[config.mk]
export PLATFORM = sky130hd
export DESIGN_NAME = cv32e40p_lsu_obi
export DESIGN_NICKNAME = d
export VERILOG_FILES = /design/src/rtl/cv32e40p_pkg.sv /design/src/rtl/cv32e40p_lsu_resp_fifo.sv /design/src/rtl/cv32e40p_lsu_obi.sv
export SDC_FILE = /design/constraint.sdc
export NUM_CORES = 1
export LEC_CHECK = 0
export ABC_AREA = 1
export CAP_MARGIN = 5
export CORE_ASPECT_RATIO = 1.75
export CORE_MARGIN = 10
export CORE_UTILIZATION = 38
export DETAILED_ROUTE_END_ITERATION = 6
export MAX_ROUTING_LAYER = met4
export PLACE_DENSITY_LB_ADDON = 0.25
export SLEW_MARGIN = 0
export SYNTH_ARGS = -nofsm -noshare
export SYNTH_HDL_FRONTEND = slang
export SYNTH_SLANG_ARGS = --single-unit
export TNS_END_PERCENT = 5
[constraint.sdc]
create_clock -name clk -period 2.4 [get_ports clk]
set_input_delay 0.24 -clock clk [delete_from_list [all_inputs] [get_ports clk]]
set_output_delay 0.24 -clock clk [all_outputs]
set_load 0.05 [all_outputs]
[src/rtl/cv32e40p_pkg.sv]
// Shared types for the LSU: access size encoding and the per-transaction response record.
// CV32E40P_LSU_BUS_ERR_EN adds the full byte address to each response record.
package cv32e40p_pkg;

  typedef enum logic [1:0] {
    WORD = 2'b00,
    HALF = 2'b01,
    BYTE = 2'b10
  } data_type_e;

  typedef enum logic {
    IDLE = 1'b0,
    BUSY = 1'b1
  } lsu_state_e;

  typedef struct packed {
    logic       we;
    data_type_e data_type;
    logic       sign_ext;
    logic [1:0] offset;
`ifdef CV32E40P_LSU_BUS_ERR_EN
    logic [31:0] addr;
`endif
  } lsu_resp_t;

  function automatic logic [3:0] be_gen(data_type_e t, logic [1:0] off);
    case (t)
      WORD:    be_gen = 4'b1111;
      HALF:    be_gen = 4'b0011 << off;
      default: be_gen = 4'b0001 << off;
    endcase
  endfunction

endpackage

[src/rtl/cv32e40p_lsu_resp_fifo.sv]
// Response FIFO for outstanding bus transactions; a simultaneous pop and push
// on a full FIFO is legal because the head is consumed in the same cycle.
module cv32e40p_lsu_resp_fifo #(
  parameter int  DEPTH   = 2,
  parameter type entry_t = logic
) (
  input  logic   clk,
  input  logic   rst_n,
  input  logic   push,
  input  logic   pop,
  input  entry_t wdata,
  output entry_t rdata,
  output logic   full,
  output logic   empty
);

  localparam int PTR_W = (DEPTH > 1) ? $clog2(DEPTH) : 1;
  localparam int CNT_W = $clog2(DEPTH + 1);

  entry_t            mem [DEPTH];
  logic [PTR_W-1:0]  wr_ptr_q;
  logic [PTR_W-1:0]  rd_ptr_q;
  logic [CNT_W-1:0]  cnt_q;

  function automatic logic [PTR_W-1:0] next_ptr(logic [PTR_W-1:0] p);
    next_ptr = (p == PTR_W'(DEPTH - 1)) ? '0 : p + 1'b1;
  endfunction

  always_ff @(posedge clk or negedge rst_n) begin
    if (!rst_n) begin
      wr_ptr_q <= '0;
      rd_ptr_q <= '0;
      cnt_q    <= '0;
    end else begin
      if (push) wr_ptr_q <= next_ptr(wr_ptr_q);
      if (pop)  rd_ptr_q <= next_ptr(rd_ptr_q);
      case ({push, pop})
        2'b10:   cnt_q <= cnt_q + 1'b1;
        2'b01:   cnt_q <= cnt_q - 1'b1;
        default: ;
      endcase
    end
  end

  // Storage needs no reset: entries are only read once their push is counted.
  always_ff @(posedge clk) begin
    if (push) mem[wr_ptr_q] <= wdata;
  end

  assign rdata = mem[rd_ptr_q];
  assign full  = (cnt_q == CNT_W'(DEPTH));
  assign empty = (cnt_q == '0);

endmodule

[src/rtl/cv32e40p_lsu_obi.sv]
// Load/store unit driving an OBI data bus with up to DEPTH outstanding transactions.
// CV32E40P_LSU_BUS_ERR_EN adds bus_err_o / bus_err_addr_o reporting of errored responses.
module cv32e40p_lsu_obi
  import cv32e40p_pkg::*;
#(
  parameter int DEPTH = 2
) (
  input  logic        clk,
  input  logic        rst_n,
  input  logic        data_req_ex_i,
  input  logic        data_we_ex_i,
  input  logic [1:0]  data_type_ex_i,
  input  logic        data_sign_ext_ex_i,
  input  logic [31:0] operand_a_ex_i,
  input  logic [31:0] operand_b_ex_i,
  input  logic [31:0] data_wdata_ex_i,
  output logic        data_req_o,
  input  logic        data_gnt_i,
  output logic [31:0] data_addr_o,
  output logic        data_we_o,
  output logic [3:0]  data_be_o,
  output logic [31:0] data_wdata_o,
  input  logic        data_rvalid_i,
  input  logic [31:0] data_rdata_i,
  input  logic        data_err_i,
  output logic [31:0] lsu_rdata_o,
  output logic        lsu_rvalid_o,
  output logic        misaligned_o,
  output logic        lsu_ready_ex_o,
  output logic        lsu_ready_wb_o,
`ifdef CV32E40P_LSU_BUS_ERR_EN
  output logic        bus_err_o,
  output logic [31:0] bus_err_addr_o,
`endif
  output logic        busy_o
);

  localparam int CNT_W = $clog2(DEPTH + 1);

  logic [31:0]      addr;
  logic [1:0]       offset;
  data_type_e       dtype;
  logic             misaligned;
  logic             gnt_ok;
  logic             resp_valid;
  logic [CNT_W-1:0] cnt_q;
  lsu_state_e       state_q;
  lsu_resp_t        push_entry;
  lsu_resp_t        head;
  logic [63:0]      rdata_dbl;
  logic [31:0]      rdata_rot;
  logic             unused_fifo_full;
  logic             unused_fifo_empty;

  assign addr   = operand_a_ex_i + operand_b_ex_i;
  assign offset = addr[1:0];
  assign dtype  = data_type_e'(data_type_ex_i);

  assign misaligned = ((dtype == HALF) && offset[0]) || ((dtype == WORD) && (offset != 2'b00));
  assign misaligned_o = data_req_ex_i & misaligned;

  // A response retiring this cycle frees a slot, so a full FIFO can still issue.
  assign data_req_o = data_req_ex_i & ~misaligned & ((cnt_q < CNT_W'(DEPTH)) | data_rvalid_i);
  assign gnt_ok     = data_req_o & data_gnt_i;
  assign resp_valid = data_rvalid_i & (cnt_q != '0);

  assign data_addr_o  = {addr[31:2], 2'b00};
  assign data_we_o    = data_we_ex_i;
  assign data_be_o    = be_gen(dtype, offset);
  assign data_wdata_o = data_wdata_ex_i << {offset, 3'b000};

  assign lsu_ready_ex_o = ~data_req_ex_i | misaligned | gnt_ok;
  assign lsu_ready_wb_o = (cnt_q == '0) | data_rvalid_i;
  assign busy_o         = (state_q == BUSY) | data_req_o;

  always_ff @(posedge clk or negedge rst_n) begin
    if (!rst_n) begin
      cnt_q   <= '0;
      state_q <= IDLE;
    end else begin
      case ({gnt_ok, resp_valid})
        2'b10:   cnt_q <= cnt_q + 1'b1;
        2'b01:   cnt_q <= cnt_q - 1'b1;
        default: ;
      endcase
      case (state_q)
        IDLE:    if (gnt_ok) state_q <= BUSY;
        BUSY:    if (resp_valid && !gnt_ok && (cnt_q == CNT_W'(1))) state_q <= IDLE;
        default: state_q <= IDLE;
      endcase
    end
  end

  always_comb begin
    push_entry           = '0;
    push_entry.we        = data_we_ex_i;
    push_entry.data_type = dtype;
    push_entry.sign_ext  = data_sign_ext_ex_i;
    push_entry.offset    = offset;
`ifdef CV32E40P_LSU_BUS_ERR_EN
    push_entry.addr      = addr;
`endif
  end

  cv32e40p_lsu_resp_fifo #(
    .DEPTH   (DEPTH),
    .entry_t (lsu_resp_t)
  ) u_resp_fifo (
    .clk   (clk),
    .rst_n (rst_n),
    .push  (gnt_ok),
    .pop   (resp_valid),
    .wdata (push_entry),
    .rdata (head),
    .full  (unused_fifo_full),
    .empty (unused_fifo_empty)
  );

  assign rdata_dbl    = {data_rdata_i, data_rdata_i};
  assign rdata_rot    = rdata_dbl[{head.offset, 3'b000} +: 32];
  assign lsu_rvalid_o = resp_valid;

  always_comb begin
    lsu_rdata_o = rdata_rot;
    case (head.data_type)
      BYTE:    lsu_rdata_o = {{24{head.sign_ext & rdata_rot[7]}}, rdata_rot[7:0]};
      HALF:    lsu_rdata_o = {{16{head.sign_ext & rdata_rot[15]}}, rdata_rot[15:0]};
      default: ;
    endcase
  end

`ifdef CV32E40P_LSU_BUS_ERR_EN
  assign bus_err_o      = resp_valid & data_err_i;
  assign bus_err_addr_o = head.addr;
`else
  logic unused_data_err;
  assign unused_data_err = data_err_i;
`endif

endmodule
# [Word-level counts from Yosys, hierarchy flattened]
# Memories as Yosys holds them, arrays and structs flattened.
# Index checks and enable logic that the tools add are counted.
[word_totals] ff_bits=5 latch_bits=0 mem_bits_rw=12 romBits=0 in_bits=138 output_inout_bits=107 wordCells=56 n_memories=1
[memory_table] name="u_resp_fifo.mem" words=2 width=6 rd=1 rd_ports_with_merged_regs=0 wr=1 line="cv32e40p_lsu_resp_fifo.sv:20" source="entry_t mem [DEPTH];"
[op_classes] n_addsub=5 mul=0 div_mod_pow=0 order_cmp=1 eq_ne=6 shift=4 muxes=9 bitwise_logic=15 reduce_logical=11
[op_table] cell="case mux 32 bit (2 select lines)" count=1
[op_table] cell="indexed part select 64 x 6 -> 32 bit" count=1
[op_table] cell="adder 32 bit" count=1
[op_table] cell="<< shifter 32 x 5 -> 32 bit" count=1
[op_table] cell="== test 2 x 1 -> 1 bit (second input constant)" count=4
[op_table] cell="case mux 4 bit (2 select lines)" count=1
[op_table] cell="AND 1 bit" count=7
[op_table] cell="nonzero test 2 bit" count=3
[op_table] cell="two-way mux 1 bit" count=5
[op_table] cell="OR 1 bit" count=5
[op_table] cell="== test 2 bit (second input constant)" count=2
[op_table] cell="logical AND 1 bit" count=4
[op_table] cell="logical NOT 2 bit" count=2
[op_table] cell="case mux 2 bit (2 select lines)" count=1
[op_table] cell="<< shifter 1 x 2 -> 4 bit (first input constant)" count=1
[op_table] cell="<< shifter 2 x 2 -> 4 bit (first input constant)" count=1
[op_table] cell="inverter 1 bit" count=3
[op_table] cell="adder 1 bit (second input constant)" count=2
[op_table] cell="adder 2 x 1 -> 2 bit (second input constant)" count=1
[op_table] cell="less-than comparator 2 bit (second input constant)" count=1
[op_table] cell="case mux 1 bit (2 select lines)" count=1
[op_table] cell="subtractor 2 x 1 -> 2 bit (second input constant)" count=1
[op_table] cell="logical NOT 1 bit" count=1
[op_table] cell="logical OR 1 bit" count=1

# [Longest topological paths before layout]
# Gate-level depths: netlist of run 1.
[depth] depth_word=13 depth_mapped=13 ltp_nobuf=12

# [Modules after synthesis]
# From an unflattened synthesis of run 1, not the netlist that was laid out.
[hier_totals] cells_unflattened=924 hier_area_um2=5034.8
[by_module_without_submodules] module="cv32e40p_lsu_obi" n_inst=1 cells_per_inst=869 area_each_um2=4389.2 seq_area_each_um2=75.1
[by_module_without_submodules] module="cv32e40p_lsu_resp_fifo" n_inst=1 cells_per_inst=55 area_each_um2=645.6 seq_area_each_um2=460.4

# [Worst setup path after synthesis of run 1]
# OpenSTA, ideal clock, no wires.
[synth_path] path_kind="input port to output port" startpoint="input port operand_a_ex_i[0]" endpoint="output port lsu_ready_ex_o" arrival_ns=2.751 required_ns=2.160 slack_ns=-0.591 stages=9 path_buffers=0 cell_sequence="ha_1 fa_1 nor2_1 inv_2 nand2_1 nand2_1 nor2_1 nand2_1 nand3_1"
[synth_between] elab_chain_len=9 word_cells_on_any_way=11 classes_between="add/sub: 1; bitwise: 6; reduce/logical: 4"
[synth_lines] item="start: declaration" line="cv32e40p_lsu_obi.sv:14" source="input logic [31:0] operand_a_ex_i,"
[synth_lines] item="adder 32 bit" line="cv32e40p_lsu_obi.sv:55" source="assign addr = operand_a_ex_i + operand_b_ex_i;"
[synth_lines] item="via addr[1]" line="cv32e40p_lsu_obi.sv:40" source="logic [31:0] addr;"
[synth_lines] item="nonzero test 2 bit" line="cv32e40p_lsu_obi.sv:59" source="assign misaligned = ((dtype == HALF) && offset[0]) || ((dtype == WORD) && (offset != 2'b00));"
[synth_lines] item="logical AND 1 bit" line="cv32e40p_lsu_obi.sv:59"
[synth_lines] item="logical OR 1 bit" line="cv32e40p_lsu_obi.sv:59"
[synth_lines] item="inverter 1 bit" line="cv32e40p_lsu_obi.sv:63" source="assign data_req_o = data_req_ex_i & ~misaligned & ((cnt_q < CNT_W'(DEPTH)) | data_rvalid_i);"
[synth_lines] item="AND 1 bit (2 in series)" line="cv32e40p_lsu_obi.sv:63"
[synth_lines] item="via data_req_o" line="cv32e40p_lsu_obi.sv:17" source="output logic data_req_o,"
[synth_lines] item="AND 1 bit" line="cv32e40p_lsu_obi.sv:64" source="assign gnt_ok = data_req_o & data_gnt_i;"
[synth_lines] item="OR 1 bit" line="cv32e40p_lsu_obi.sv:72" source="assign lsu_ready_ex_o = ~data_req_ex_i | misaligned | gnt_ok;"
[synth_lines] item="end: declaration" line="cv32e40p_lsu_obi.sv:29" source="output logic lsu_ready_ex_o,"
# The timed path passes the listed nets, and every way through them passes these cells.

# [Worst setup path after layout of run 1]
[layout_path] startpoint="register u_resp_fifo.rd_ptr_q" endpoint="output port lsu_rdata_o[9]"
[layout_between] elab_chain_len=4 word_cells_on_any_way=6 classes_between="eq/ne: 2; shift: 1; mux: 1; bitwise: 1; memory: 1"
[layout_lines] item="start: declaration" line="cv32e40p_lsu_resp_fifo.sv:22" source="logic [PTR_W-1:0] rd_ptr_q;"
[layout_lines] item="start signal: assignment" line="cv32e40p_lsu_resp_fifo.sv:36" source="if (pop) rd_ptr_q <= next_ptr(rd_ptr_q);"
[layout_lines] item="memory read (2 x 6 bit) (*)"
[layout_lines] item="indexed part select 64 x 6 -> 32 bit" line="cv32e40p_lsu_obi.sv:120" source="assign rdata_rot = rdata_dbl[{head.offset, 3'b000} +: 32];"
[layout_lines] item="AND 1 bit" line="cv32e40p_lsu_obi.sv:126" source="BYTE: lsu_rdata_o = {{24{head.sign_ext & rdata_rot[7]}}, rdata_rot[7:0]};"
[layout_lines] item="case mux 32 bit (2 select lines) (*)" line="cv32e40p_lsu_obi.sv:125" source="case (head.data_type)"
[layout_lines] item="end: declaration" line="cv32e40p_lsu_obi.sv:26" source="output logic [31:0] lsu_rdata_o,"
# Every way passes the cells marked *; elsewhere a longest branch is shown, timed or not.

==> flow_summary.json, run 1 <==
{
  "crit_path_start_kind": "register",
  "postPlaceCellArea_mm2": 0.00853,
  "outcome": "finished with violations",
  "async_flop_share_pct": 33.3,
  "wl_mm": 22.4,
  "antenna_found_initial": 0,
  "fp.dieW_um": 106,
  "rsz0062_at_grt": "true",
  "root_buffer": "clkbuf_16",
  "slew_violations": 0,
  "avgSynthCellArea_um2": 5.39,
  "crit_required_ps": 2160,
  "yosysSeqAreaShare_pct": 8.62,
  "cts_tree": "done",
  "drive_gt1_share_pct": 26.2,
  "dieArea_mm2": 0.0181,
  "grt_max_degree": 50,
  "ant_nets": 0,
  "period_share_pct": 100,
  "tightest_slew_ps": 504,
  "cts_buffers": 3,
  "row_count": 55,
  "hold_class": "primary input to asynchronous set/reset pin",
  "syn2layout_area_growth_pct": 91.3,
  "routedWlPerCell_um": 16.6,
  "clock_path_buffers": 2,
  "path_class": "register to output port",
  "clock_sinks": 15,
  "power_density_mw_per_mm2": 1060,
  "fin_area_mm2": 0.00944,
  "critical_path.top_delay_family": "buffers and inverters",
  "ir_drop_mv": 0.852,
  "clk_latency_ps": 250,
  "grt_pass1_wl_mm": 33.2,
  "setup_slack_ps": -11.9,
  "whs_ps": 214,
  "ys_ff_latch": 15,
  "fmax_mhz": 415,
  "cap_violations": 0,
  "tns_ps": -16.6,
  "netlist.area_leader.share_pct": 25.4,
  "yosysTopAreaCell": "nand2_1",
  "grt_pass1_vias": 6666,
  "regArea_um2": 425,
  "gr-total-overflow": 0,
  "fin_crit_ps": 2410,
  "yosysWarnings": 0,
  "drtPass1Iterations": 5,
  "cp_cell_sequence": "inv_4 -> or2_4 -> o21ai_2 -> inv_2 -> ha_4 -> nor3b_4 -> buf_6 -> nand2_8 -> o21ai_1 -> buf_4 -> buf_12",
  "worstPathMaxFanout": 8,
  "syn-cell-area_mm2": 0.00493,
  "cellLeakagePower_nw": 4.84,
  "multi_input_area_mm2": 0.00427,
  "initial_core_util_pct": 38.5,
  "yosysMostFrequentCell": "nand2_1",
  "ys_top_cells_by_count": "nand2_1 (334), inv_1 (151), nor2_1 (77)",
  "fillers": 1009,
  "synth_edf_count": 10,
  "core_mm2": 0.0128,
  "violations": "negative setup slack",
  "critPathCaptureType": "output port",
  "avgViaCountPerCell": 4.98,
  "vias": 6693,
  "cp.buffers_inverters": 5,
  "hold_violations": 0,
  "initialDrtViolationCount": 314,
  "synthCells": 915,
  "hold_buffers": 0,
  "die_h_um": 171,
  "clk_pin_slew_ps": 50,
  "ys.flop_type": "edfxtp_1",
  "drc": 0,
  "finClkSkew_ps": 3.44,
  "synth_cell_types": 39,
  "dp_hpwl_mm": 17.8,
  "synthTopCellsByArea": "nand2_1 (25%), inv_1 (11%), ha_1 (9.4%)",
  "htreeDepth": 1,
  "io_pins": 245,
  "worst_path_max_delay_cell": "dfrtp_1",
  "place_ws_ps": -306,
  "portBuffers": 239,
  "setup_violations": 2,
  "cpPeakStageDelay_ps": 390,
  "fin_nets": 1349,
  "grt_usage_pct": 23.1,
  "routabilityCongestion": 0.983,
  "relSlewSlack_pct": 66.3,
  "cp.arrival_ps": 2170
}
## state kept, by name (all words and copies together) (netlist names)
signal	cells
cnt_q	2
state_q	1
u_resp_fifo.mem	10
u_resp_fifo.rd_ptr_q	1
u_resp_fifo.wr_ptr_q	1
## through the flow
step                total power [mW]  std cells  utilization [%]
floorplan                       5.15        916                -
global placement                8.82       1325             66.6
detailed placement              8.89       1325             66.6
CTS                             9.53       1339             69.4
global route                    10.4       1343             73.7
finish                          9.97       1344             73.7
## kinds of logic after synthesis
logic type | synth area share (%)
compound gates | 14.6
xor+xnor | 3.20
fa+ha+maj | 9.79
buf+inv | 20.3
flops | 8.62
mux | 1.22
other cells | 0.0760
simple gates | 42.3
## area by class of cell
class / instances / area share, %
clock buffer: 3 / 0.796
sequential: 15 / 4.51
multi-input combinational: 685 / 45.2
clock inverter: 1 / 0.0530
inverter: 155 / 6.23
tap: 171 / 2.27
antenna: 1 / 0.0265
timing repair buffer: 313 / 40.9
## per-layer routing
metal | up-vias | GRT usage, % | share of wire [%] | wire [um]
met3 | 64 | 3.16 | 5.1 | 1150
li1 | 3353 | - | - | -
met1 | 3016 | 21.6 | 35 | 7740
met2 | 260 | 46.3 | 57 | 12700
met4 | 0 | 7.27 | 3.5 | 783
met5 | - | - | 0 | 0
## power by group
part / switching, mW / internal, mW / total (mW)
registers: 0.0472 / 0.341 / 0.389
logic: 5.22 / 4.03 / 9.25
clock network: 0.107 / 0.223 / 0.330
## worst paths after layout
| check | start | to | slack (ps) | cells after the start |
|---|---|---|---|---|
| worst min register to register | cnt_q[1] | cnt_q[1] | 500 | 2 |
| max in group asynchronous | rst_n | u_resp_fifo.rd_ptr_q | 1990 | 1 |
| worst max register to register | cnt_q[0] | cnt_q[0] | 730 | 7 |
| min in group clk | data_we_ex_i | data_we_o | 480 | 0 |
| worst min-delay path | rst_n | state_q | 210 | 1 |
| worst max-delay path | u_resp_fifo.rd_ptr_q | lsu_rdata_o[9] | -10 | 11 |
## what timing repair did
item                       CTS  global route
setup endpoints to repair   94            61
hold endpoints to repair     0             0
resized for setup           44            94
pin swaps                    8            18
cloned                       2             1
setup buffers                8             3
## layout by cell type, fill, tap and decap left out, drive strengths merged, types with 3 or more instances in the layout
cell type | Yosys | layout
nor2 | 77 | 77
dlymetal6s2s | 0 | 3
mux2i | 6 | 6
clkdlybuf4s50 | 0 | 129
a21oi | 29 | 29
o21ai | 62 | 62
nor3 | 5 | 5
buf | 50 | 176
xor2 | 16 | 16
clkbuf | 12 | 4
nand3 | 61 | 61
nand2 | 339 | 340
nand4 | 4 | 4
dfrtp | 5 | 5
edfxtp | 10 | 10
or2 | 8 | 8
ha | 37 | 37
o211ai | 15 | 15
inv | 154 | 154
o22ai | 15 | 15
Note: power is estimated with default switching activity, not from simulation.
==> run 2, diff against run 1 <==
--- a/config.mk
+++ b/config.mk
@@ -10,9 +10,10 @@
 export CORE_ASPECT_RATIO = 1.75
 export CORE_MARGIN = 10
 export CORE_UTILIZATION = 38
+export CTS_CLUSTER_DIAMETER = 150
 export DETAILED_ROUTE_END_ITERATION = 6
 export MAX_ROUTING_LAYER = met4
-export PLACE_DENSITY_LB_ADDON = 0.25
+export PLACE_DENSITY = 0.79
 export SLEW_MARGIN = 0
 export SYNTH_ARGS = -nofsm -noshare
 export SYNTH_HDL_FRONTEND = slang
==> run 2 against run 1 <==
Against the previous run: the run still ends with negative setup slack left; cell count is 1.5% lower; clock power fell by 3%; design area is 3.2% lower; die area did not move; register-to-register slack better by 80 ps; global-route usage grew 0.79 points; largest cell class unchanged; highest routed layer unchanged.
==> flow_summary.json, run 2 (same netlist as run 1, synthesis figures left out) <==
{
  "initial_core_util_pct": 38.5,
  "setup_violations": 21,
  "grt_usage_pct": 23.9,
  "relSlewSlack_pct": 62.9,
  "hold_violations": 0,
  "drtPass1Iterations": 5,
  "clock_sinks": 15,
  "cap_violations": 0,
  "clock_path_buffers": 2,
  "clk_pin_slew_ps": 50,
  "reg_top3": "u_resp_fifo.mem x10, cnt_q x2",
  "crit_required_ps": 2160,
  "crit_path_start_kind": "register",
  "rsz0062_at_grt": "true",
  "postPlaceCellArea_mm2": 0.00845,
  "portBuffers": 239,
  "routabilityCongestion": 0.992,
  "violations": "negative setup slack",
  "ant_nets": 0,
  "cts_tree": "done",
  "hold_class": "primary input to asynchronous set/reset pin",
  "fp.dieW_um": 106,
  "fin_crit_ps": 2510,
  "critPathCaptureType": "output port",
  "cellLeakagePower_nw": 4.69,
  "wl_mm": 23.0,
  "grt_pass1_vias": 6676,
  "top_register": "u_resp_fifo.mem",
  "cts_buffers": 3,
  "rrSetupSlack_ps": 810,
  "worst_path_max_delay_cell": "dfrtp_1",
  "drive_gt1_share_pct": 23.6,
  "die_h_um": 171,
  "outcome": "finished with violations",
  "syn2layout_area_growth_pct": 85.2,
  "slew_violations": 0,
  "drc": 0,
  "finalPower_mw": 9.93,
  "clk_latency_ps": 240,
  "cp.arrival_ps": 2270,
  "cpPeakStageDelay_ps": 410,
  "path_class": "register to output port",
  "fmax_mhz": 399,
  "largest_register_ffs": 10,
  "avgViaCountPerCell": 5.08,
  "power_density_mw_per_mm2": 1090,
  "dp.cells": 1311,
  "core_mm2": 0.0128,
  "row_count": 55,
  "tightest_slew_ps": 540,
  "fin_nets": 1330,
  "layout_common_cells": "nand2_1 (322), inv_1 (149), clkdlybuf4s50_1 (131)",
  "root_buffer": "clkbuf_16",
  "io_pins": 245,
  "dp_hpwl_mm": 18.7,
  "cp_cell_sequence": "inv_4 -> or2_4 -> o21ai_4 -> buf_4 -> buf_4 -> ha_2 -> nor3b_4 -> nand3_4 -> buf_12 -> nand3_2 -> buf_12",
  "routedWlPerCell_um": 17.4,
  "gr-total-overflow": 0,
  "dieArea_mm2": 0.0181,
  "setup_slack_ps": -105,
  "worstPathMaxFanout": 11,
  "initialDrtViolationCount": 315,
  "antenna_found_initial": 0,
  "finClkSkew_ps": 1.52,
  "fin_area_mm2": 0.00914,
  "grt_pass1_wl_mm": 33.9,
  "grt_max_degree": 50,
  "finalNonFillerCells": 1324,
  "final_common_cell": "nand2_1",
  "vias": 6732,
  "period_share_pct": 104,
  "diodes": 0,
  "htreeDepth": 1,
  "ir_drop_mv": 0.469
}
run 2: cell count changes in the layout (fill, tap and decap cells not counted), moves of 4 or more:
| cell | delta |
|---|---|
| buf_4 | -19 |
| ha_4 | -7 |
| ha_2 | +4 |
| o21ai_0 | +8 |
| nand2_2 | -4 |
| o21ai_1 | -8 |
| nand2_1 | +6 |
run 2: per-layer routing:
metal / vias up / wire length, um / global-route usage [%]
met5: - / 0 / -
met3: 60 / 1350 / 3.73
met2: 296 / 13000 / 48.5
li1: 3306 / - / -
met1: 3070 / 7740 / 21.3
met4: 0 / 932 / 8.28
run 2: repair_timing:
action | in CTS | in global routing
gates resized for setup | 51 | 53
hold endpoints to repair | 0 | 0
pin swaps | 11 | 7
cloned | 1 | 0
hold buffers | 0 | 0
endpoints found under the setup margin | 88 | 57
setup buffers | 8 | 0
run 2: where the power goes:
| part | internal (mW) | switching [mW] | total [mW] |
|---|---|---|---|
| clock | 0.224 | 0.0950 | 0.319 |
| sequential | 0.341 | 0.0417 | 0.383 |
| combinational | 3.95 | 5.28 | 9.23 |
| total | 4.51 | 5.42 | 9.93 |
run 2: worst max-delay path, delay by kind of cell (launching register included):
kind            cells  cell delay, ps
compound gates      1              80
fa+ha+maj           1             170
buf+inv             5             610
flops               1             410
simple gates        4             740
run 2: worst paths after layout:
check                                       endpoint  cells after the start            startpoint
min in group clk                             state_q                      1               state_q
worst min-delay path                        cnt_q[1]                      1                 rst_n
max in group asynchronous       u_resp_fifo.rd_ptr_q                      1                 rst_n
worst min register to register               state_q                      1               state_q
worst max-delay path                 lsu_rdata_o[30]                     11  u_resp_fifo.rd_ptr_q
worst max register to register              cnt_q[0]                      7              cnt_q[0]
run 2: layout make-up:
cell class / count / area (um^2)
clock buffer: 4 / 78.8
fill: 991 / 3660
sequential: 15 / 425
multi-input combinational: 685 / 4150
timing repair buffer: 294 / 3690
tap: 171 / 214
inverter: 155 / 588
run 2: through the flow:
stage | hold WS, ps | worst slack [ps] | setup TNS [ps] | util, %
after floorplan | -55.6 | -155 | -3440 | -
after global placement | 463 | -265 | -7180 | 66.0
after detailed placement | 467 | -321 | -12160 | 66.0
after CTS | 225 | -35.8 | -238 | 69.2
after global routing | 233 | -168 | -3660 | 71.4
final | 217 | -105 | -1460 | 71.4
==> run 3, diff against run 2 <==
--- a/config.mk
+++ b/config.mk
@@ -14,6 +14,7 @@
 export DETAILED_ROUTE_END_ITERATION = 6
 export MAX_ROUTING_LAYER = met4
 export PLACE_DENSITY = 0.79
+export REMOVE_ABC_BUFFERS = 1
 export SLEW_MARGIN = 0
 export SYNTH_ARGS = -nofsm -noshare
 export SYNTH_HDL_FRONTEND = slang
==> run 3 against run 2 <==
Against the previous run: the flow still finishes with violations (negative setup slack); wire length is 5.3% higher; flip-flop and latch count is the same; power is 2.1% higher; sequential share of layout area down 0.085 points; worst hold slack better by 11 ps; die area is the same; first-iteration DRC count up 13%; non-clock buffer count increased by 10; design area is 2.2% higher; utilization increased by 1.5 points; global-route usage shrank 0.29 points; critical path depth is 1 lower; critical endpoint is now data_addr_o[16].
==> flow_summary.json, run 3 (same netlist as run 1, synthesis figures left out) <==
{
  "drc": 0,
  "htreeDepth": 1,
  "row_count": 55,
  "syn2layout_area_growth_pct": 89.2,
  "grt_pass1_vias": 6718,
  "crit_path_start_kind": "primary input",
  "cpPeakStageDelay_ps": 520,
  "ir_drop_mv": 0.510,
  "fin_area_mm2": 0.00934,
  "hold_violations": 0,
  "multi_input_area_mm2": 0.00413,
  "clk_pin_slew_ps": 40,
  "tightest_slew_ps": 513,
  "vias": 6897,
  "wl_mm": 24.3,
  "worst_path_max_delay_cell": "clkdlybuf4s50_1",
  "reg_top3": "u_resp_fifo.mem x10, cnt_q x2",
  "relSlewSlack_pct": 64.8,
  "clock_path_buffers": 2,
  "cts_tree": "done",
  "outcome": "finished with violations",
  "crit_path_start": "operand_b_ex_i[10]",
  "hold_class": "primary input to asynchronous set/reset pin",
  "cp_cell_sequence": "clkdlybuf4s50_1 -> ha_4 -> nand2_1 -> inv_1 -> a21oi_1 -> nor2_1 -> nor2_1 -> nand2_1 -> xor2_2 -> buf_12",
  "setup_slack_ps": -24.9,
  "diodes": 0,
  "drive_gt1_share_pct": 25.7,
  "finClkSkew_ps": 2.09,
  "power_density_mw_per_mm2": 1090,
  "fin_crit_ps": 2420,
  "dp_hpwl_mm": 18.7,
  "io_pins": 245,
  "grt_usage_pct": 23.6,
  "gr-total-overflow": 0,
  "worstPathMaxFanout": 4,
  "postPlaceCellArea_mm2": 0.00838,
  "antenna_found_initial": 0,
  "fmax_mhz": 412,
  "r2r-start": "cnt_q[0]",
  "top_register": "u_resp_fifo.mem",
  "slew_violations": 0,
  "final_common_cell": "nand2_1",
  "fin_nets": 1343,
  "core_mm2": 0.0128,
  "violations": "negative setup slack",
  "cellLeakagePower_nw": 4.81,
  "portBuffers": 239,
  "layout_common_cells": "nand2_1 (316), inv_1 (150), clkdlybuf4s50_1 (129)",
  "finalPower_mw": 10.1,
  "fp.dieW_um": 106,
  "finish.utilization_pct": 72.9,
  "whs_ps": 227,
  "cts_buffers": 3,
  "regArea_um2": 427,
  "ant_nets": 0,
  "setup_violations": 7,
  "largest_register_ffs": 10,
  "period_share_pct": 101,
  "routabilityCongestion": 1.00,
  "avgViaCountPerCell": 5.16,
  "initialDrtViolationCount": 357,
  "path_class": "primary input to output port",
  "dieArea_mm2": 0.0181,
  "crit_required_ps": 2160,
  "grt_pass1_wl_mm": 33.4,
  "rsz0062_at_grt": "true",
  "grt_max_degree": 29,
  "initial_core_util_pct": 38.5,
  "clk_latency_ps": 250,
  "routedWlPerCell_um": 18.1,
  "cp.arrival_ps": 2180,
  "die_h_um": 171,
  "clock_sinks": 15,
  "root_buffer": "clkbuf_16",
  "drtPass1Iterations": 5,
  "critPathCaptureType": "output port",
  "cap_violations": 0,
  "fillers": 957
}
[run 3: changes by cell type in the layout (fill, tap and decap cells not counted), sizes merged]
cell | before | now
buf | 158 | 166
clkbuf | 4 | 6
clkdlybuf4s50 | 131 | 129
dlygate4sd2 | 4 | 3
dlymetal6s2s | 1 | 4
nand2 | 340 | 342
or2 | 8 | 9
[run 3: power by group]
group / leakage [nW] / total, mW / switching [mW] / internal, mW
sequential: 0.150 / 0.399 / 0.0553 / 0.343
combinational: 4.62 / 9.42 / 5.33 / 4.09
clock: 0.0382 / 0.320 / 0.0957 / 0.224
[run 3: repair_timing]
item / CTS / global route
pin swaps: 12 / 8
setup endpoints to repair: 75 / 60
buffers inserted: 7 / 9
hold buffers: 0 / 0
resized for setup: 70 / 79
endpoints found under the hold margin: 0 / 0
cloned: 3 / 3
[run 3: cell type report]
type,count,area share [%]
multi-input combinational,688,44.3
inverter,155,6.34
clock buffer,4,0.844
sequential,15,4.57
timing repair buffer,304,41.7
tap,171,2.29
[run 3: worst paths after layout]
path	depth (start not counted)	endpoint	slack [ps]
worst max-delay path	10	data_addr_o[16]	-20
worst min-delay path	1	cnt_q[1]	230
worst max register to register	7	cnt_q[0]	600
worst min register to register	2	cnt_q[1]	510
max in group asynchronous	1	u_resp_fifo.rd_ptr_q	1950
min in group clk	0	data_we_o	480
[run 3: critical path: cells and delay by family]
kind	cells	cell delay, ps
compound gates	1	300
xor+xnor	1	200
fa+ha+maj	1	240
buf+inv	3	760
simple gates	4	440
[run 3: per-stage QoR]
| stage | setup slack [ps] | instances | setup TNS [ps] |
|---|---|---|---|
| 2_1_floorplan | -876 | 854 | -34970 |
| 3_3_place_gp | -287 | 1311 | -9020 |
| 3_5_place_dp | -371 | 1311 | -13510 |
| 4_1_cts | -18.5 | 1325 | -18.5 |
| 5_1_grt | -134 | 1337 | -1690 |
| 6_report | -24.9 | 1337 | -71.8 |
[run 3: routing by layer]
metal / share of wire [%] / vias up / global-route usage [%]
met5: 0 / - / -
met4: 5.7 / 0 / 11.8
met3: 6.7 / 99 / 4.90
met2: 55 / 341 / 46.1
met1: 32 / 3118 / 20.4
li1: - / 3339 / -
